**config.mk**
```make
export PLATFORM = sky130hd
export DESIGN_NAME = axi4_lite_cmd_sequencer_flat
export DESIGN_NICKNAME = d
export VERILOG_FILES = /design/src/rtl/axi4_lite_pkg.sv /design/src/rtl/axi4_lite_cmd_sequencer_if.sv /design/src/rtl/axi4_lite_cmd_fifo.sv /design/src/rtl/axi4_lite_cmd_sequencer.sv /design/src/flat_wrapper.sv
export SDC_FILE = /design/constraint.sdc
export NUM_CORES = 1
export LEC_CHECK = 0
export CORE_MARGIN = 3
export CORE_UTILIZATION = 40
export CTS_CLUSTER_DIAMETER = 30
export DETAILED_ROUTE_END_ITERATION = 7
export SLEW_MARGIN = 5
export SYNTH_ARGS = -nofsm -noshare
export SYNTH_HDL_FRONTEND = slang
export SYNTH_HIERARCHICAL = 1
export SYNTH_SLANG_ARGS = --single-unit
```
**constraint.sdc**
```tcl
create_clock -name ACLK -period 10.5 [get_ports ACLK]
set_input_delay 2.1 -clock ACLK [delete_from_list [all_inputs] [get_ports ACLK]]
set_output_delay 2.1 -clock ACLK [all_outputs]
set_load 0.005 [all_outputs]
```
**src/rtl/axi4_lite_pkg.sv**
```systemverilog
// Shared types and constants for the AXI4-Lite command sequencer: FSM states,
// the command record and the AXI response codes.
package axi4_lite_pkg;

    localparam int CMD_ADDR_WIDTH = 32;
    localparam int CMD_DATA_WIDTH = 32;

    typedef enum logic [1:0] {
        IDLE  = 2'd0,
        ISSUE = 2'd1,
        WAIT  = 2'd2,
        RESP  = 2'd3
    } state_t;

    // Command record at the default widths; the FIFO stores the same
    // {write, addr, wdata} ordering as a flat vector so widths can be overridden.
    typedef struct packed {
        logic                      write;
        logic [CMD_ADDR_WIDTH-1:0] addr;
        logic [CMD_DATA_WIDTH-1:0] wdata;
    } cmd_t;

    localparam logic [1:0] OKAY   = 2'b00;
    localparam logic [1:0] EXOKAY = 2'b01;
    localparam logic [1:0] SLVERR = 2'b10;
    localparam logic [1:0] DECERR = 2'b11;

endpackage

```
**src/rtl/axi4_lite_cmd_sequencer_if.sv**
```systemverilog
// Bundle of the sequencer's command, response, master-control and bus-monitor
// signals; "slave" is the sequencer's view, "master" is whoever drives it.
interface axi4_lite_cmd_sequencer_if #(
    parameter int ADDRESS_WIDTH = 32,
    parameter int DATA_WIDTH    = 32,
    parameter int DEPTH         = 4
);

    logic                     cmd_valid;
    logic                     cmd_ready;
    logic                     cmd_write;
    logic [ADDRESS_WIDTH-1:0] cmd_addr;
    logic [DATA_WIDTH-1:0]    cmd_wdata;

    logic                     rsp_valid;
    logic                     rsp_ready;
    logic                     rsp_write;
    logic [DATA_WIDTH-1:0]    rsp_rdata;
    logic [1:0]               rsp_resp;

    logic                     read_start;
    logic                     write_start;
    logic [ADDRESS_WIDTH-1:0] address;
    logic [DATA_WIDTH-1:0]    W_data;

    logic                     mon_RVALID;
    logic                     mon_RREADY;
    logic                     mon_BVALID;
    logic                     mon_BREADY;
    logic [DATA_WIDTH-1:0]    mon_RDATA;
    logic [1:0]               mon_RRESP;
    logic [1:0]               mon_BRESP;

    logic [$clog2(DEPTH):0]   pending;

    modport slave (
        input  cmd_valid, cmd_write, cmd_addr, cmd_wdata,
        output cmd_ready,
        output rsp_valid, rsp_write, rsp_rdata, rsp_resp,
        input  rsp_ready,
        output read_start, write_start, address, W_data,
        input  mon_RVALID, mon_RREADY, mon_BVALID, mon_BREADY,
        input  mon_RDATA, mon_RRESP, mon_BRESP,
        output pending
    );

    modport master (
        output cmd_valid, cmd_write, cmd_addr, cmd_wdata,
        input  cmd_ready,
        input  rsp_valid, rsp_write, rsp_rdata, rsp_resp,
        output rsp_ready,
        input  read_start, write_start, address, W_data,
        output mon_RVALID, mon_RREADY, mon_BVALID, mon_BREADY,
        output mon_RDATA, mon_RRESP, mon_BRESP,
        input  pending
    );

endinterface

```
**src/rtl/axi4_lite_cmd_fifo.sv**
```systemverilog
// In-order command FIFO with a show-ahead head; pointers wrap modulo DEPTH
// (a power of two) and count tracks occupancy from 0 to DEPTH.
module axi4_lite_cmd_fifo #(
    parameter int WIDTH = 65,
    parameter int DEPTH = 4
) (
    input  logic                     clk,
    input  logic                     rst,
    input  logic                     push,
    input  logic                     pop,
    input  logic [WIDTH-1:0]         data_in,
    output logic [WIDTH-1:0]         data_out,
    output logic                     full,
    output logic                     empty,
    output logic [$clog2(DEPTH):0]   count
);

    localparam int PTR_WIDTH   = $clog2(DEPTH);
    localparam int COUNT_WIDTH = PTR_WIDTH + 1;

    logic [WIDTH-1:0]     mem [DEPTH];
    logic [PTR_WIDTH-1:0] wr_ptr;
    logic [PTR_WIDTH-1:0] rd_ptr;
    logic                 do_push;
    logic                 do_pop;

    assign full     = (count == COUNT_WIDTH'(DEPTH));
    assign empty    = (count == '0);
    assign do_push  = push && !full;
    assign do_pop   = pop && !empty;
    assign data_out = mem[rd_ptr];

    always_ff @(posedge clk) begin
        if (do_push) begin
            mem[wr_ptr] <= data_in;
        end
    end

    // A simultaneous push and pop moves both pointers but leaves count alone.
    always_ff @(posedge clk or posedge rst) begin
        if (rst) begin
            wr_ptr <= '0;
            rd_ptr <= '0;
            count  <= '0;
        end else begin
            if (do_push) begin
                wr_ptr <= wr_ptr + PTR_WIDTH'(1);
            end
            if (do_pop) begin
                rd_ptr <= rd_ptr + PTR_WIDTH'(1);
            end
            unique case ({do_push, do_pop})
                2'b10:   count <= count + COUNT_WIDTH'(1);
                2'b01:   count <= count - COUNT_WIDTH'(1);
                default: count <= count;
            endcase
        end
    end

endmodule

```
**src/rtl/axi4_lite_cmd_sequencer.sv**
```systemverilog
// Queues read/write commands and issues them one at a time to an AXI4-Lite
// master, watching the bus to collect each response for the upstream client.
module axi4_lite_cmd_sequencer
    import axi4_lite_pkg::*;
#(
    parameter int ADDRESS_WIDTH = 32,
    parameter int DATA_WIDTH    = 32,
    parameter int DEPTH         = 4
) (
    input  logic                        ACLK,
    input  logic                        ARESET,
    axi4_lite_cmd_sequencer_if.slave    bus
);

    localparam int CMD_WIDTH   = 1 + ADDRESS_WIDTH + DATA_WIDTH;
    localparam int COUNT_WIDTH = $clog2(DEPTH) + 1;

    state_t                 state;
    state_t                 next_state;
    logic                   push;
    logic                   pop;
    logic                   fifo_full;
    logic                   fifo_empty;
    logic [CMD_WIDTH-1:0]   fifo_in;
    logic [CMD_WIDTH-1:0]   fifo_out;
    logic [COUNT_WIDTH-1:0] fifo_count;
    logic                   held_write;
    logic                   capture_r;
    logic                   capture_b;

    // Ready depends only on stored occupancy, never on a pop in the same cycle.
    assign bus.cmd_ready = !fifo_full;
    assign push          = bus.cmd_valid && !fifo_full;
    assign fifo_in       = {bus.cmd_write, bus.cmd_addr, bus.cmd_wdata};
    assign bus.pending   = fifo_count;

    axi4_lite_cmd_fifo #(
        .WIDTH (CMD_WIDTH),
        .DEPTH (DEPTH)
    ) cmd_fifo (
        .clk      (ACLK),
        .rst      (ARESET),
        .push     (push),
        .pop      (pop),
        .data_in  (fifo_in),
        .data_out (fifo_out),
        .full     (fifo_full),
        .empty    (fifo_empty),
        .count    (fifo_count)
    );

    always_ff @(posedge ACLK or posedge ARESET) begin
        if (ARESET) begin
            state <= IDLE;
        end else begin
            state <= next_state;
        end
    end

    // Only the channel matching the held command can complete WAIT.
    always_comb begin
        next_state = state;
        pop        = 1'b0;
        capture_r  = 1'b0;
        capture_b  = 1'b0;
        unique case (state)
            IDLE: begin
                if (!fifo_empty) begin
                    pop        = 1'b1;
                    next_state = ISSUE;
                end
            end
            ISSUE: begin
                next_state = WAIT;
            end
            WAIT: begin
                if (held_write) begin
                    if (bus.mon_BVALID && bus.mon_BREADY) begin
                        capture_b  = 1'b1;
                        next_state = RESP;
                    end
                end else if (bus.mon_RVALID && bus.mon_RREADY) begin
                    capture_r  = 1'b1;
                    next_state = RESP;
                end
            end
            RESP: begin
                if (bus.rsp_ready) begin
                    next_state = IDLE;
                end
            end
            default: next_state = IDLE;
        endcase
    end

    assign bus.read_start  = (state == ISSUE) && !held_write;
    assign bus.write_start = (state == ISSUE) && held_write;
    assign bus.rsp_valid   = (state == RESP);

    // Held command and response registers; address/W_data stay put until the next pop.
    always_ff @(posedge ACLK or posedge ARESET) begin
        if (ARESET) begin
            held_write    <= 1'b0;
            bus.address   <= '0;
            bus.W_data    <= '0;
            bus.rsp_write <= 1'b0;
            bus.rsp_rdata <= '0;
            bus.rsp_resp  <= OKAY;
        end else begin
            if (pop) begin
                held_write  <= fifo_out[CMD_WIDTH-1];
                bus.address <= fifo_out[CMD_WIDTH-2 -: ADDRESS_WIDTH];
                bus.W_data  <= fifo_out[CMD_WIDTH-1] ? fifo_out[DATA_WIDTH-1:0] : '0;
            end
            if (capture_r) begin
                bus.rsp_write <= 1'b0;
                bus.rsp_rdata <= bus.mon_RDATA;
                bus.rsp_resp  <= bus.mon_RRESP;
            end
            if (capture_b) begin
                bus.rsp_write <= 1'b1;
                bus.rsp_rdata <= '0;
                bus.rsp_resp  <= bus.mon_BRESP;
            end
        end
    end

endmodule

```
**src/flat_wrapper.sv**
```systemverilog
// flat-port wrapper written by rule: the top's interface ports become plain ports
module axi4_lite_cmd_sequencer_flat import axi4_lite_pkg::*;
#(
    parameter int ADDRESS_WIDTH = 32,
    parameter int DATA_WIDTH    = 32,
    parameter int DEPTH         = 4
)
  (ACLK, ARESET, bus_cmd_valid, bus_cmd_write, bus_cmd_addr, bus_cmd_wdata, bus_cmd_ready, bus_rsp_valid, bus_rsp_write, bus_rsp_rdata, bus_rsp_resp, bus_rsp_ready, bus_read_start, bus_write_start, bus_address, bus_W_data, bus_mon_RVALID, bus_mon_RREADY, bus_mon_BVALID, bus_mon_BREADY, bus_mon_RDATA, bus_mon_RRESP, bus_mon_BRESP, bus_pending);
  axi4_lite_cmd_sequencer_if #(.ADDRESS_WIDTH(ADDRESS_WIDTH), .DATA_WIDTH(DATA_WIDTH), .DEPTH(DEPTH)) bus_i ();
  input  logic ACLK;
  input  logic ARESET;
  input wire logic [$bits(bus_i.cmd_valid)-1:0] bus_cmd_valid;
  input wire logic [$bits(bus_i.cmd_write)-1:0] bus_cmd_write;
  input wire logic [$bits(bus_i.cmd_addr)-1:0] bus_cmd_addr;
  input wire logic [$bits(bus_i.cmd_wdata)-1:0] bus_cmd_wdata;
  output wire logic [$bits(bus_i.cmd_ready)-1:0] bus_cmd_ready;
  output wire logic [$bits(bus_i.rsp_valid)-1:0] bus_rsp_valid;
  output wire logic [$bits(bus_i.rsp_write)-1:0] bus_rsp_write;
  output wire logic [$bits(bus_i.rsp_rdata)-1:0] bus_rsp_rdata;
  output wire logic [$bits(bus_i.rsp_resp)-1:0] bus_rsp_resp;
  input wire logic [$bits(bus_i.rsp_ready)-1:0] bus_rsp_ready;
  output wire logic [$bits(bus_i.read_start)-1:0] bus_read_start;
  output wire logic [$bits(bus_i.write_start)-1:0] bus_write_start;
  output wire logic [$bits(bus_i.address)-1:0] bus_address;
  output wire logic [$bits(bus_i.W_data)-1:0] bus_W_data;
  input wire logic [$bits(bus_i.mon_RVALID)-1:0] bus_mon_RVALID;
  input wire logic [$bits(bus_i.mon_RREADY)-1:0] bus_mon_RREADY;
  input wire logic [$bits(bus_i.mon_BVALID)-1:0] bus_mon_BVALID;
  input wire logic [$bits(bus_i.mon_BREADY)-1:0] bus_mon_BREADY;
  input wire logic [$bits(bus_i.mon_RDATA)-1:0] bus_mon_RDATA;
  input wire logic [$bits(bus_i.mon_RRESP)-1:0] bus_mon_RRESP;
  input wire logic [$bits(bus_i.mon_BRESP)-1:0] bus_mon_BRESP;
  output wire logic [$bits(bus_i.pending)-1:0] bus_pending;
  assign bus_i.cmd_valid = bus_cmd_valid;
  assign bus_i.cmd_write = bus_cmd_write;
  assign bus_i.cmd_addr = bus_cmd_addr;
  assign bus_i.cmd_wdata = bus_cmd_wdata;
  assign bus_cmd_ready = bus_i.cmd_ready;
  assign bus_rsp_valid = bus_i.rsp_valid;
  assign bus_rsp_write = bus_i.rsp_write;
  assign bus_rsp_rdata = bus_i.rsp_rdata;
  assign bus_rsp_resp = bus_i.rsp_resp;
  assign bus_i.rsp_ready = bus_rsp_ready;
  assign bus_read_start = bus_i.read_start;
  assign bus_write_start = bus_i.write_start;
  assign bus_address = bus_i.address;
  assign bus_W_data = bus_i.W_data;
  assign bus_i.mon_RVALID = bus_mon_RVALID;
  assign bus_i.mon_RREADY = bus_mon_RREADY;
  assign bus_i.mon_BVALID = bus_mon_BVALID;
  assign bus_i.mon_BREADY = bus_mon_BREADY;
  assign bus_i.mon_RDATA = bus_mon_RDATA;
  assign bus_i.mon_RRESP = bus_mon_RRESP;
  assign bus_i.mon_BRESP = bus_mon_BRESP;
  assign bus_pending = bus_i.pending;
  axi4_lite_cmd_sequencer #(.ADDRESS_WIDTH(ADDRESS_WIDTH), .DATA_WIDTH(DATA_WIDTH), .DEPTH(DEPTH)) u_core (.ACLK(ACLK), .ARESET(ARESET), .bus(bus_i));
endmodule
```
# == After elaboration in Yosys (flattened, before gate mapping) ==
# Memories as Yosys holds them, arrays and structs flattened.
# Index checks and enable logic that the tools add are counted.
# totals
mem_bits_ro,0
in_bits,109
register_bits,109
ram_bits,260
latchBits,0
mem_count,1
wordCells,64
# memory_table
name,depth,width,rd,rd_clocked_by_memory_dff,wr,line_no,source
u_core.cmd_fifo.mem,4,65,1,0,1,axi4_lite_cmd_fifo.sv:21,logic [WIDTH-1:0] mem [DEPTH];
# op_classes
n_lt_le_gt_ge,0
muxes,24
shift,0
n_div,0
bitwise_logic,0
n_reduce_logical,15
multipliers,0
addsub,4
eq_ne,10
# ops
operator,n
$mux W32,3
$mux W2,7
$mux W1,12
$pmux W2 S4,1
$logic_and A1 B1 Y1,7
$eq A2 B2 Y1 const B,3
$pmux W3 S2,1
$add A2 B1 Y2 const B,2
$eq A2 B1 Y1 const B,2
$reduce_and A4 Y1,1
$reduce_bool A2 Y1,2
$add A3 B1 Y3 const B,1
$eq A3 B3 Y1 const B,1
$logic_not A1 Y1,3
$logic_not A3 Y1,1
$ne A3 B1 Y1 const B,1
$ne A3 B3 Y1 const B,1
$sub A3 B1 Y3 const B,1
$logic_not A2 Y1,1
$ne A2 B1 Y1 const B,1
$ne A2 B2 Y1 const B,1

# == Longest topological paths before layout ==
# Gate-level depths: netlist of the first run.
# depth
word_depth,6
depth_mapped,13
ltp_nobuf,11

# == Modules after synthesis ==
# Netlist of the first run, hierarchy kept.
# by_module_without_submodules
module,instances,area_each_um2,cells_per_inst
axi4_lite_cmd_fifo,1,9835.7,378
axi4_lite_cmd_sequencer,1,4088.9,455

# == Least setup slack after synthesis of the first run ==
# OpenSTA, ideal clock, no wires.
# synth_timing
kind,input to register
from,input bus_cmd_valid
to,"memory u_core.cmd_fifo.mem[0][0], enable pin"
slack_ns,5.965
setup_time_ns,0.430
t_arrival_ns,4.105
path_buffers,0
path_stages,3
path_cell_list,nor2b_1 > nor2b_1 > and2_1
# synth_via
elab_chain_len,4
# synth_lines
item,line_no,source
"start, declared",flat_wrapper.sv:12,input wire logic [$bits(bus_i.cmd_valid)-1:0] bus_cmd_valid;
$logic_and A1 B1 Y1,axi4_lite_cmd_sequencer.sv:33,assign push = bus.cmd_valid && !fifo_full;
$logic_and A1 B1 Y1,axi4_lite_cmd_fifo.sv:29,assign do_push = push && !full;
$mux W1,axi4_lite_cmd_fifo.sv:34,if (do_push) begin
$mux W1 (implied by the code),axi4_lite_cmd_fifo.sv:35,mem[wr_ptr] <= data_in;
"end, declared",axi4_lite_cmd_fifo.sv:21,
# No other way between the ends.

# == Final worst setup path of the first run ==
# layout_timing
from,register u_core.state[1]
to,output bus_read_start
# layout_via
elab_chain_len,2
# layout_lines
item,line_no,source
"start, declared",axi4_lite_cmd_sequencer.sv:18,state_t state;
"start signal, assigned",axi4_lite_cmd_sequencer.sv:56,state <= next_state;
$eq A2 B1 Y1,axi4_lite_cmd_sequencer.sv:96,assign bus.read_start = (state == ISSUE) && !held_write;
$logic_and A1 B1 Y1,axi4_lite_cmd_sequencer.sv:96,
"end, declared",flat_wrapper.sv:22,output wire logic [$bits(bus_i.read_start)-1:0] bus_read_start;
# No other way between the ends.

==> results, run 1 <==
- The post-detailed-route DRC marker count is 0.
- The power density over the cells is 322.2 nW/um2.
- The CTS buffer count is 77.
- Of the available clock period, the critical path in the final layout requires 37.98%.
- The worst setup path is of the register to output pin kind.
- After synthesis, flip-flops and latches occupy 75.66% of the total area.
- The master of the slowest instance on the critical path is sky130_fd_sc_hd__clkdlybuf4s50_1.
- The setup TNS is 0 ns.
- Leaving out fill and tap cells, the most frequent cells in the layout are 260 x sky130_fd_sc_hd__edfxtp_1, 231 x sky130_fd_sc_hd__nand2_1, 214 x sky130_fd_sc_hd__clkdlybuf4s50_1.
- After the first detailed-routing iteration, the DRC count stood at 483.
- By area the synthesized netlist is led by sky130_fd_sc_hd__edfxtp_1 56%, sky130_fd_sc_hd__dfrtp_1 20%, sky130_fd_sc_hd__mux4_2 11%.
- Global routing consumed, over all layers together, 16.50% of the routing resources.
- Post-CTS repair changed the size of 0 cells.
- The tightest min-delay check is of the register to register type.
- The critical path goes through inv_1 -> ha_1 -> nor2b_1 -> clkdlybuf4s50_1.
- The proportion of netlist area held by the largest area contributor is 56.07%.
- The area of the die is 37090 um2.
- In the final layout, the share of cells above drive strength 1 is 18.80%.
- Cells fill 56.48% of the core in the end.
- The top-level I/O count is 215.
- The clock-pin slew reported for the worst setup and hold paths after clock tree synthesis is 0.05 ns.
- The count of cell types in the netlist is 34.
- In this run the worst path has a maximum fanout of 4.
- Synthesis produced a netlist with a net count of 953.
- In this run the static leakage power is 7.394 nW.
- The critical path runs through a total of 4 cells.
- The final setup violation count is 0.
- The source of the worst register-to-register timing path is u_core/cmd_fifo/count[0]$_DFFE_PP0P_.
- Setup slack on the critical path of the routed design comes to 6.512 ns.
- The number of global-route vias before repair came to 8183.
- Wires add up to 30.40 mm.
- The worst setup path is launched from a register.
- Setup repair after global routing left no endpoint under its margin.
- The end of the worst register-to-register path is u_core/cmd_fifo/count[2]$_DFFE_PP0P_.
- The achievable frequency is 0.2508 GHz.
- The worst register-to-register path has a depth of 10.
- Routability-driven placement finished with a final weighted congestion of 0.6849.
- The effective utilization at floorplan is 41.01%.
- Before CTS, the worst setup slack after placement is 5.939 ns.
- The cell family contributing the most delay on the critical path is buffers and inverters.
- The synthesis-to-layout area growth is 37.70%.
- The total power is 6.178 mW.
- The global route total overflow is 0.
- The total core area is 33950 um2.
- After floorplanning, the core was divided into 67 placement rows.
- The required time at the worst-slack endpoint is 8.40 ns.
- The most critical setup path has its endpoint at bus_read_start.
- The worst setup path is captured at an output pin.
- The clock passes through at most 3 buffers.
- Measured along the y axis, the die boundary spans 192.6 um.
- Across the run, the number of max-cap violations was 0.
- At the pin with the least slew margin, the transition time is 1.053 ns.
- The number of buffers inserted by port buffering is 214.
- The startpoint identified for the worst hold timing path is u_core/bus.W_data[29]$_DFFE_PP0P_.
- The final routed wire length divided by cell count is 18.98 um.
- Fill cells in the final layout number 2717.
- TritonCTS built the clock tree.
- The clock latency at the later pin of the worst-skew pair is 0.56 ns.
- The routed via count is 7801.
- Setup slack on the worst reg-to-reg path comes out at 7.75 ns.
- After legalization and detailed placement, the total HPWL measured 17.51 mm.
- The netlist area before placement is 13920 um2.
- CTS placed an instance of sky130_fd_sc_hd__clkbuf_16 at the clock tree root.
- CTS built an H-tree with a depth of 3.
- The post-CTS setup buffer count is 0.
- Dividing the detail-routed via count by the number of cells gives 4.870.
- The total buffers and inverters traversed by the critical path is 2.
- The maximum VDD drop is 0.1533 mV.
- After synthesis the netlist holds a flip-flop and latch count of 369.
- The first global-routing pass estimated 46.51 mm of wire.
- The final-report hold violation count is 0.
- Summed over all instances, the cell type with the most area after synthesis is sky130_fd_sc_hd__edfxtp_1.
- The number of hold-repair buffers added at the cts stage is 0.
- Entering global routing, the biggest net connects 67 pins.
- The most frequent standard cell in the layout excluding fill and tap cells is sky130_fd_sc_hd__edfxtp_1.
- The Yosys step of the flow raised 6 warnings.
- The count of nets after finishing is 1209.
- The cell count after synthesis is 833.
- The most critical setup path has its startpoint at u_core/state[1]$_DFFE_PP0P_.
- The residual antenna-violating net count after detailed routing is 0.
- For this design, the sink count on the clock tree is 369.
- The length of the first detailed-routing pass in iterations is 4.
- After layout, the minimum clock period comes to 3.988 ns.
- The number of antenna violations at the first check in global routing is 1.
- The mean instance size in the synthesized netlist is 16.72 um2.
- The number of max-slew violations in the final report is 0.
- After routing the design area is 19170 um2.
- The stage delay of the slowest cell on the critical path is 0.50 ns.
- At the worst endpoint, the arrival time is 1.89 ns.
- The setup clock skew after layout is 0.01653 ns.
- The relative max-transition margin is 29.79%.
- The die is 192.6 um wide.
- The area of placed instances is 16420 um2.
- The run finished with clean final reports.
- The number of antenna diodes in the final layout is 0.
==> registers in the layout, indices dropped and copies added, names as in the netlist <==
name and cells:
u_core/cmd_fifo/mem 260, u_core/bus.W_data 32, u_core/bus.address 32, u_core/bus.rsp_rdata 32
u_core/cmd_fifo/count 3, u_core/bus.rsp_resp 2, u_core/cmd_fifo/rd_ptr 2, u_core/cmd_fifo/wr_ptr 2
u_core/state 2, u_core/bus.rsp_write 1, u_core/held_write 1
==> worst min path at each step <==
stage | end | slack, ns | cells past startpoint
finish | u_core/bus.W_data[29]$_DFFE_PP0P_ | 0.46 | 2
global route | u_core/bus.W_data[13]$_DFFE_PP0P_ | 0.48 | 2
CTS | u_core/bus.W_data[13]$_DFFE_PP0P_ | 0.47 | 2
detailed placement | u_core/bus.W_data[12]$_DFFE_PP0P_ | 0.46 | 2
global placement | u_core/bus.W_data[22]$_DFFE_PP0P_ | 0.45 | 2
floorplan | u_core/bus.W_data[0]$_DFFE_PP0P_ | 0.46 | 2
==> metal layers <==
layer	vias to the layer above	GRT usage (%)	wire length, um
met1	3911	21.81	13190
met2	241	26.97	14870
met3	45	3.869	1781
met5	-	0	13
met4	2	5.772	539
li1	3602	-	-
==> report_power, final <==
part	switching [mW]	internal, mW
sequential	0.180	2.00
clock	0.787	1.70
combinational	0.758	0.757
total	1.72	4.45
==> cell type report <==
| type | count | area, um2 | area share, % |
|---|---|---|---|
| Multi-Input combinational cell | 407 | 3074 | 16.03 |
| Sequential cell | 369 | 10540 | 54.98 |
| Tap cell | 448 | 560.5 | 2.923 |
| Clock inverter | 48 | 625.6 | 3.263 |
| Clock buffer | 96 | 2130 | 11.11 |
| Timing Repair Buffer | 220 | 2187 | 11.41 |
| Inverter | 14 | 55.05 | 0.2871 |
==> cells in the mapped netlist <==
cell type	number
sky130_fd_sc_hd__o21ai_1	10
sky130_fd_sc_hd__xnor2_1	3
sky130_fd_sc_hd__ha_1	10
sky130_fd_sc_hd__buf_2	14
sky130_fd_sc_hd__xor2_1	3
sky130_fd_sc_hd__buf_6	3
sky130_fd_sc_hd__and3_1	1
sky130_fd_sc_hd__buf_1	5
sky130_fd_sc_hd__clkbuf_1	12
sky130_fd_sc_hd__clkbuf_2	2
sky130_fd_sc_hd__nor3_1	2
sky130_fd_sc_hd__nor2_1	3
sky130_fd_sc_hd__nor3b_1	1
sky130_fd_sc_hd__o21ai_0	25
sky130_fd_sc_hd__mux2i_1	1
sky130_fd_sc_hd__dfrtp_1	109
sky130_fd_sc_hd__buf_4	3
sky130_fd_sc_hd__and2_1	5
sky130_fd_sc_hd__nand2b_1	1
sky130_fd_sc_hd__nor2b_1	3
sky130_fd_sc_hd__inv_1	14
sky130_fd_sc_hd__o31a_1	1
sky130_fd_sc_hd__o21ai_4	1
sky130_fd_sc_hd__nand2_1	231
sky130_fd_sc_hd__mux4_2	65
sky130_fd_sc_hd__fa_1	1
sky130_fd_sc_hd__buf_12	4
sky130_fd_sc_hd__edfxtp_1	260
sky130_fd_sc_hd__a21o_1	1
sky130_fd_sc_hd__nand3_1	33
sky130_fd_sc_hd__o32a_1	1
sky130_fd_sc_hd__mux2_2	2
sky130_fd_sc_hd__and3b_1	1
sky130_fd_sc_hd__o22ai_1	2
==> cells by family after synthesis <==
kind of cell | after synthesis | synth area share, %
AO/OA/AOI/OAI | 41 | 1.653
XOR/XNOR | 6 | 0.3775
adder cells (fa/ha/maj) | 11 | 1.042
buffers and inverters | 57 | 2.390
flip-flops | 369 | 75.66
multiplexers | 68 | 10.75
AND/OR/NAND/NOR | 281 | 8.132
==> per-stage QoR <==
stage,instances,hold WS (ns)
after floorplan,833,0.4628
after global placement,1458,0.4542
after detailed placement,1458,0.4558
after CTS,1602,0.4658
after global routing,1602,0.4836
final,1602,0.4614
==> worst min-delay path: stages (launching register included) <==
cell                      delay, ns
sky130_fd_sc_hd__dfrtp_1       0.34
sky130_fd_sc_hd__nand2_1       0.05
sky130_fd_sc_hd__nand2_1       0.05
(Power assumes the default switching activity.)
==> run 2: changes to the inputs <==
==> constraint.sdc (replaced) <==
create_clock -name ACLK -period 3.43 [get_ports ACLK]
set_input_delay 0.686 -clock ACLK [delete_from_list [all_inputs] [get_ports ACLK]]
set_output_delay 0.686 -clock ACLK [all_outputs]
set_load 0.005 [all_outputs]
==> results, run 2 (synthesized netlist as in run 1, its figures left out) <==
- The run finished with clean final reports.
- Setup violations remaining at the end of the flow were counted as 0.
- The post-layout instance count excluding filler cells is 1610.
- The post-CTS setup buffer count is 0.
- Across all register-to-register paths, the minimum setup slack is 1.14 ns.
- Once the floorplan was initialized, standard cells occupied 41.01% of the core.
- The first-pass GRT wire length is 47.34 mm.
- The most frequent standard cell in the layout excluding fill and tap cells is sky130_fd_sc_hd__edfxtp_1.
- Data on the critical path is required at its endpoint by 2.74 ns.
- Detailed routing inserted a total of 7814 vias.
- The worst hold endpoint is u_core/bus.W_data[2]$_DFFE_PP0P_.
- The final weighted congestion of routability-driven global placement is 0.7185.
- The relative max-transition margin is 43.57%.
- Summed over all cells, the static leakage comes to 7.422 nW.
- The critical path goes through nor3b_1 -> inv_1 -> clkdlybuf4s50_1.
- The number of global-route vias before repair is 8365.
- Measured along the y axis, the die boundary spans 192.6 um.
- The die covers 37090 um2.
- The path category of the worst min-delay check is register to register.
- After routing, the total negative slack on setup checks comes to 0 ns.
- The number of violations of the max-capacitance limit is 0.
- The worst path uses 74.36% of the clock period.
- Entering global routing, the biggest net connects 70 pins.
- The number of hold-repair buffers added at the cts stage is 0.
- The half-perimeter wire length after placement is 18.58 mm.
- The count of routing violations after the opening detailed-route iteration is 492.
- The width of the die is 192.6 um.
- The final critical-path required period is 2.550 ns.
- The global routing usage summed across all routing layers is 16.66%.
- Setup repair after global routing left no endpoint under its margin.
- The maximum buffer depth of the clock tree is 3.
- The post-placement cell count is 1469.
- The maximum fanout count along the critical path is 6.
- Counting instances, the worst hold path has a depth of 2.
- The share of post-route cells with drive strength above 1 is 18.76%.
- The final routed wire length divided by cell count is 18.82 um.
- The top-level I/O count is 215.
- The stage delay of the slowest cell on the critical path is 0.47 ns.
- The master of the slowest instance on the critical path is sky130_fd_sc_hd__clkdlybuf4s50_1.
- The number of antenna violations at the first check in global routing is 2.
- The beginning of the worst hold path is u_core/bus.W_data[2]$_DFFE_PP0P_.
- The cell chosen for the clock root is sky130_fd_sc_hd__clkbuf_16.
- TritonCTS built the clock tree.
- The final design instance area without fill is 19250 um2.
- The repair_antennas step left the layout with diodes totalling 0.
- The area of placed instances is 16610 um2.
- The count of instances resized after the clock tree is built is 0.
- The worst register-to-register path begins at u_core/cmd_fifo/count[0]$_DFFE_PP0P_.
- Measured in cells, the most critical reg-to-reg path has a length of 10.
- Input and output buffers added on the ports amount to 214.
- Across the routed clock network, the largest skew measured is 0.02690 ns.
- In this run the core area contains 67 standard-cell rows.
- The total wirelength of the detailed-routed design is 30.30 mm.
- The total core area is 33950 um2.
- The CTS H-tree depth is 3.
- The final-report hold violation count is 0.
- The startpoint kind of the worst setup timing path is a register.
- The power density over the cells is 975.0 nW/um2.
- The synthesis-to-layout area growth is 38.27%.
- The endpoint identified for the worst register-to-register timing path is u_core/cmd_fifo/count[2]$_DFFE_PP0P_.
- The category of the most critical setup path is register to output pin.
- The CTS buffer count is 77.
- The post-detailed-route DRC marker count is 0.
- The final layout contains 1220 nets.
- The clock-pin slew reported for the worst setup and hold paths after clock tree synthesis is 0.04 ns.
- Dividing the detail-routed via count by the number of cells gives 4.853.
- For the pin with the worst max-slew slack, the measured transition is 0.8464 ns.
- The top cell types in the final layout, fill and taps aside, are 260 x sky130_fd_sc_hd__edfxtp_1, 231 x sky130_fd_sc_hd__nand2_1, 214 x sky130_fd_sc_hd__clkdlybuf4s50_1.
- The data arrival time of the critical path is 1.86 ns.
- The residual antenna-violating net count after detailed routing is 0.
- The achievable frequency is 0.3921 GHz.
- The worst setup path is captured at an output pin.
- The maximum VDD drop is 0.4421 mV.
- Counting every sink on the clock net gives 369.
- The global route total overflow is 0.
- The length of the first detailed-routing pass in iterations is 6.
- The number of flip-flops in the largest register is 260.
- At the later pin of the worst-skew pair, clock insertion delay measures 0.55 ns.
- More flip-flops sit in one register than any other, and that register is u_core/cmd_fifo/mem.
- The number of max-slew violations in the final report is 0.
[run 2: cell types whose count changed in the layout (fill, tap and decap cells not counted), moves of 3 or more]
cell | before | now
sky130_fd_sc_hd__buf_12 | 0 | 9
sky130_fd_sc_hd__clkbuf_1 | 7 | 12
sky130_fd_sc_hd__clkbuf_8 | 11 | 6
sky130_fd_sc_hd__clkinv_4 | 13 | 6
sky130_fd_sc_hd__inv_6 | 5 | 8
[run 2: how the worst max path moves through the flow]
stage	from	to	slack, ns	cells past startpoint
2_1_floorplan	ARESET	u_core/bus.W_data[0]$_DFFE_PP0P_	0.07	1
3_3_place_gp	bus_cmd_valid	u_core/cmd_fifo/mem[2][4]$_DFFE_PP_	0.59	5
3_5_place_dp	bus_cmd_valid	u_core/cmd_fifo/mem[1][40]$_DFFE_PP_	0.61	5
4_1_cts	u_core/state[1]$_DFFE_PP0P_	bus_read_start	0.84	4
5_1_grt	u_core/state[1]$_DFFE_PP0P_	bus_read_start	0.74	4
6_report	u_core/cmd_fifo/count[0]$_DFFE_PP0P_	bus_cmd_ready	0.88	3
[run 2: worst max-delay path: cells and delay by family (launching register included)]
kind	cells	cell delay (ns)
buffers and inverters	2	0.55
flip-flops	1	0.44
AND/OR/NAND/NOR	1	0.35
[run 2: area by class of cell]
type                    count  area (um2)
clock buffers              98        2130
clock inverters            43       509.2
fillers                  2664       14700
inverters                  14       55.05
multi-input cells         407        3074
flip-flops and latches    369       10540
well taps                 448       560.5
repair buffers            231        2382
[run 2: through the flow]
stage / power (mW) / setup slack (ns) / hold WS [ns] / util [%]
after floorplan: 9.465 / 0.06852 / 0.4628 / -
after global placement: 11.53 / 0.5942 / 0.4523 / 48.94
after detailed placement: 11.61 / 0.6086 / 0.4561 / 48.94
after CTS: 19.08 / 0.8423 / 0.4563 / 56.71
after global routing: 19.87 / 0.7449 / 0.4775 / 56.71
final: 18.77 / 0.8796 / 0.4616 / 56.71
[run 2: layer usage]
metal	wire, um	track usage (%)
met5	35	0
met4	496	4.567
met2	14450	26.32
met1	13290	22.88
met3	2032	4.668
[run 2: where the power goes]
group / internal [mW] / total [mW] / switching [mW]
clock network: 5.01 / 7.35 / 2.33
logic: 2.44 / 4.75 / 2.31
registers: 6.09 / 6.67 / 0.583
==> run 3: changes to the inputs <==
==> constraint.sdc (replaced) <==
create_clock -name ACLK -period 2.55 [get_ports ACLK]
set_input_delay 0.51 -clock ACLK [delete_from_list [all_inputs] [get_ports ACLK]]
set_output_delay 0.51 -clock ACLK [all_outputs]
set_load 0.005 [all_outputs]
==> results, run 3 (synthesized netlist as in run 1, its figures left out) <==
- The share of total power in sequential cells is 34.1%.
- The first global-routing pass estimated 48.36 mm of wire.
- Counting tap cells, the placed design contains a total of 1476 instances.
- The part of the power in the clock network is 40.3%.
- The CTS H-tree depth is 3.
- The number of standard-cell rows in the floorplan is 67.
- Setup repair after global routing left no endpoint under its margin.
- The global route total overflow is 0.
- The number of antenna violations at the first check in global routing is 3.
- The area of the die is 37090 um2.
- The number of violations of the max-capacitance limit is 0.
- Across the VDD grid, the largest voltage drop is 0.6342 mV.
- After clock tree synthesis, the clock-pin slew on the worst setup and hold paths is 0.05 ns.
- Summing all multi-input logic gate instances after layout gives 3074 um2.
- For this configuration, the core starts out at a cell density of 41.01%.
- The total wirelength of the detailed-routed design is 30.85 mm.
- TritonCTS built the clock tree.
- In the global route stage, overall resource usage came out at 17.14%.
- The post-layout instance count excluding filler cells is 1619.
- CTS placed an instance of sky130_fd_sc_hd__clkbuf_16 at the clock tree root.
- The number of flip-flops in the largest register is 260.
- The most frequent standard cell in the layout excluding fill and tap cells is sky130_fd_sc_hd__edfxtp_1.
- The final-report hold violation count is 0.
- The run finished with clean final reports.
- Compared with the post-synthesis result, the final layout area differs by 40.18%.
- The net switching power is 7.144 mW.
- The worst path in the final design needs a cycle of 2.398 ns, including I/O delays and setup.
- The clock passes through at most 3 buffers.
- The largest individual stage delay along the critical path comes from the cell sky130_fd_sc_hd__clkdlybuf4s50_1.
- The count of instances resized after the clock tree is built is 0.
- From left edge to right edge, the die measures 192.6 um.
- For this run, the top clock speed supported by timing is 0.4170 GHz.
- The capturing element type of the critical path is an output pin.
- Ranked by flip-flop count, first place goes to u_core/cmd_fifo/mem.
- After detailed routing, the average wire length per cell comes to 19.06 um.
- The number of buffers and inverters on the critical path is 2.
- The number of sinks handled by clock tree synthesis is 369.
- Cell internal power was estimated by the tool at 18.87 mW.
- In this run the post-CTS setup repair buffer count came out at 0.
- STA classifies the critical path startpoint as a register.
- The source of the worst register-to-register timing path is u_core/cmd_fifo/count[0]$_DFFE_PP0P_.
- The number of max-slew violations in the final report is 0.
- In the final design database the tool counted 1227 nets.
- Data on the critical path arrives at its endpoint at 1.89 ns.
- For the pin with the worst max-slew slack, the measured transition is 0.8122 ns.
- Routability-driven placement finished with a final weighted congestion of 0.7084.
- Setup violations remaining at the end of the flow were counted as 0.
- The category of the most critical setup path is register to output pin.
- The vertical die dimension is 192.6 um.
- The leakage power figure is 7.540 nW.
- The length of the first detailed-routing pass in iterations is 4.
- The share of post-route cells with drive strength above 1 is 19.83%.
- Leaving out fill and tap cells, the most frequent cells in the layout are 260 x sky130_fd_sc_hd__edfxtp_1, 231 x sky130_fd_sc_hd__nand2_1, 214 x sky130_fd_sc_hd__clkdlybuf4s50_1.
- Entering global routing, the biggest net connects 70 pins.
- The half-perimeter wire length after placement is 18.57 mm.
- In this design, the stage delay of the slowest critical-path cell is 0.53 ns.
- The number of global-route vias before repair was 8479.
- The count of routing violations after the opening detailed-route iteration is 369.
- Across all layers, the routed design uses 7927 vias.
- The number of buffers inserted by port buffering is 214.
- The post-detailed-route DRC marker count is 0.
- The later pin in the worst-skew pair is clocked with a latency of 0.57 ns.
- The residual antenna-violating net count after detailed routing is 0.
- The switching power as a share of total power is 27.46%.
- Among cell families on the critical path, the largest total delay comes from buffers and inverters.
- For the worst setup path, the data required time is 2.04 ns.
- The setup TNS is 0 ns.
- The critical path starts at u_core/state[1]$_DFFE_PP0P_.
- The part of the total power dissipated in combinational logic is 25.6%.
- The core region is 33950 um2.
- Counting the fill cells in the layout gives 2700.
- The CTS buffer count is 77.
- The critical path goes through inv_1 -> ha_1 -> nor2b_1 -> clkdlybuf4s50_1.
- The maximum fanout count along the critical path is 4.
- The number of hold-repair buffers added at the cts stage is 0.
- The setup clock skew after layout is 0.03371 ns.
- The worst path uses 94.05% of the clock period.
- During I/O placement, the number of pins put on the boundary was 215.
- The power density over the cells is 1333 nW/um2.
- The register cell area after layout is 10540 um2.
- The ratio of routed vias to standard cells is 4.896.
- The relative max-transition margin is 45.85%.
- The tightest min-delay check is of the primary input to async pin type.
==> run 3: cell types whose count changed in the layout (fill, tap and decap cells not counted), sizes merged <==
cell      change
diode         +1
bufinv        +8
clkbuf       -12
buf           +7
clkinvlp      +2
inv           +3
==> run 3: worst register-to-register path: stages, from the launching register on <==
cell and delay, ns:
sky130_fd_sc_hd__dfrtp_1 0.43, sky130_fd_sc_hd__nor3b_1 0.34, sky130_fd_sc_hd__nor2b_1 0.08, sky130_fd_sc_hd__nor2b_1 0.16
sky130_fd_sc_hd__inv_1 0.07, sky130_fd_sc_hd__ha_1 0.17, sky130_fd_sc_hd__inv_1 0.06, sky130_fd_sc_hd__fa_1 0.37
sky130_fd_sc_hd__xor2_1 0.15, sky130_fd_sc_hd__nor2_1 0.10, sky130_fd_sc_hd__xor2_1 0.16
==> run 3: final cells by class <==
class                      count  area share (%)
clock inverter                56           3.955
clock buffer                  86           10.26
multi-input combinational    407           15.75
tap                          448           2.872
sequential                   369           54.01
timing repair buffer         238           12.86
antenna                        1         0.01282
inverter                      14          0.2884
==> run 3: power by group through the flow <==
stage | sequential [mW] | combinational [mW] | clock [mW]
after floorplan | 8.85 | 3.85 | 0
after global placement | 8.92 | 6.75 | 0
after detailed placement | 8.98 | 6.80 | 0
after CTS | 8.90 | 6.85 | 10.7
after global routing | 9.04 | 7.37 | 11.1
final | 8.87 | 6.65 | 10.5
==> run 3: stage by stage <==
stage	setup WS, ns	hold slack [ns]	utilization (%)	cell area, um2	total power, mW
after floorplan	0.1473	0.3134	-	13930	12.70
after global placement	0.2041	0.4521	49.32	16740	15.67
after detailed placement	0.1800	0.4562	49.32	16740	15.79
after CTS	0.09102	0.3453	57.49	19520	26.47
after global routing	0.02106	0.3782	57.49	19520	27.49
final	0.1518	0.3400	57.49	19520	26.02
==> run 3: per-layer routing <==
metal | vias to the layer above | GRT usage [%] | routed length [um]
li1 | 3631 | - | -
met1 | 3959 | 22.58 | 12840
met2 | 280 | 27.26 | 14770
met3 | 53 | 5.559 | 2725
met4 | 4 | 5.352 | 489
met5 | - | 0 | 27
==> run 3: path summary, 6_finish.rpt <==
check	to	slack [ns]	cells after the start
max in group asynchronous	u_core/bus.W_data[16]$_DFFE_PP0P_	1.72	3
min	u_core/cmd_fifo/wr_ptr[0]$_DFFE_PP0P_	0.34	2
min in group ACLK	u_core/bus.W_data[17]$_DFFE_PP0P_	0.46	2
max reg2reg	u_core/cmd_fifo/count[2]$_DFFE_PP0P_	0.35	10
max	bus_read_start	0.15	4
min reg2reg	u_core/bus.W_data[17]$_DFFE_PP0P_	0.46	2
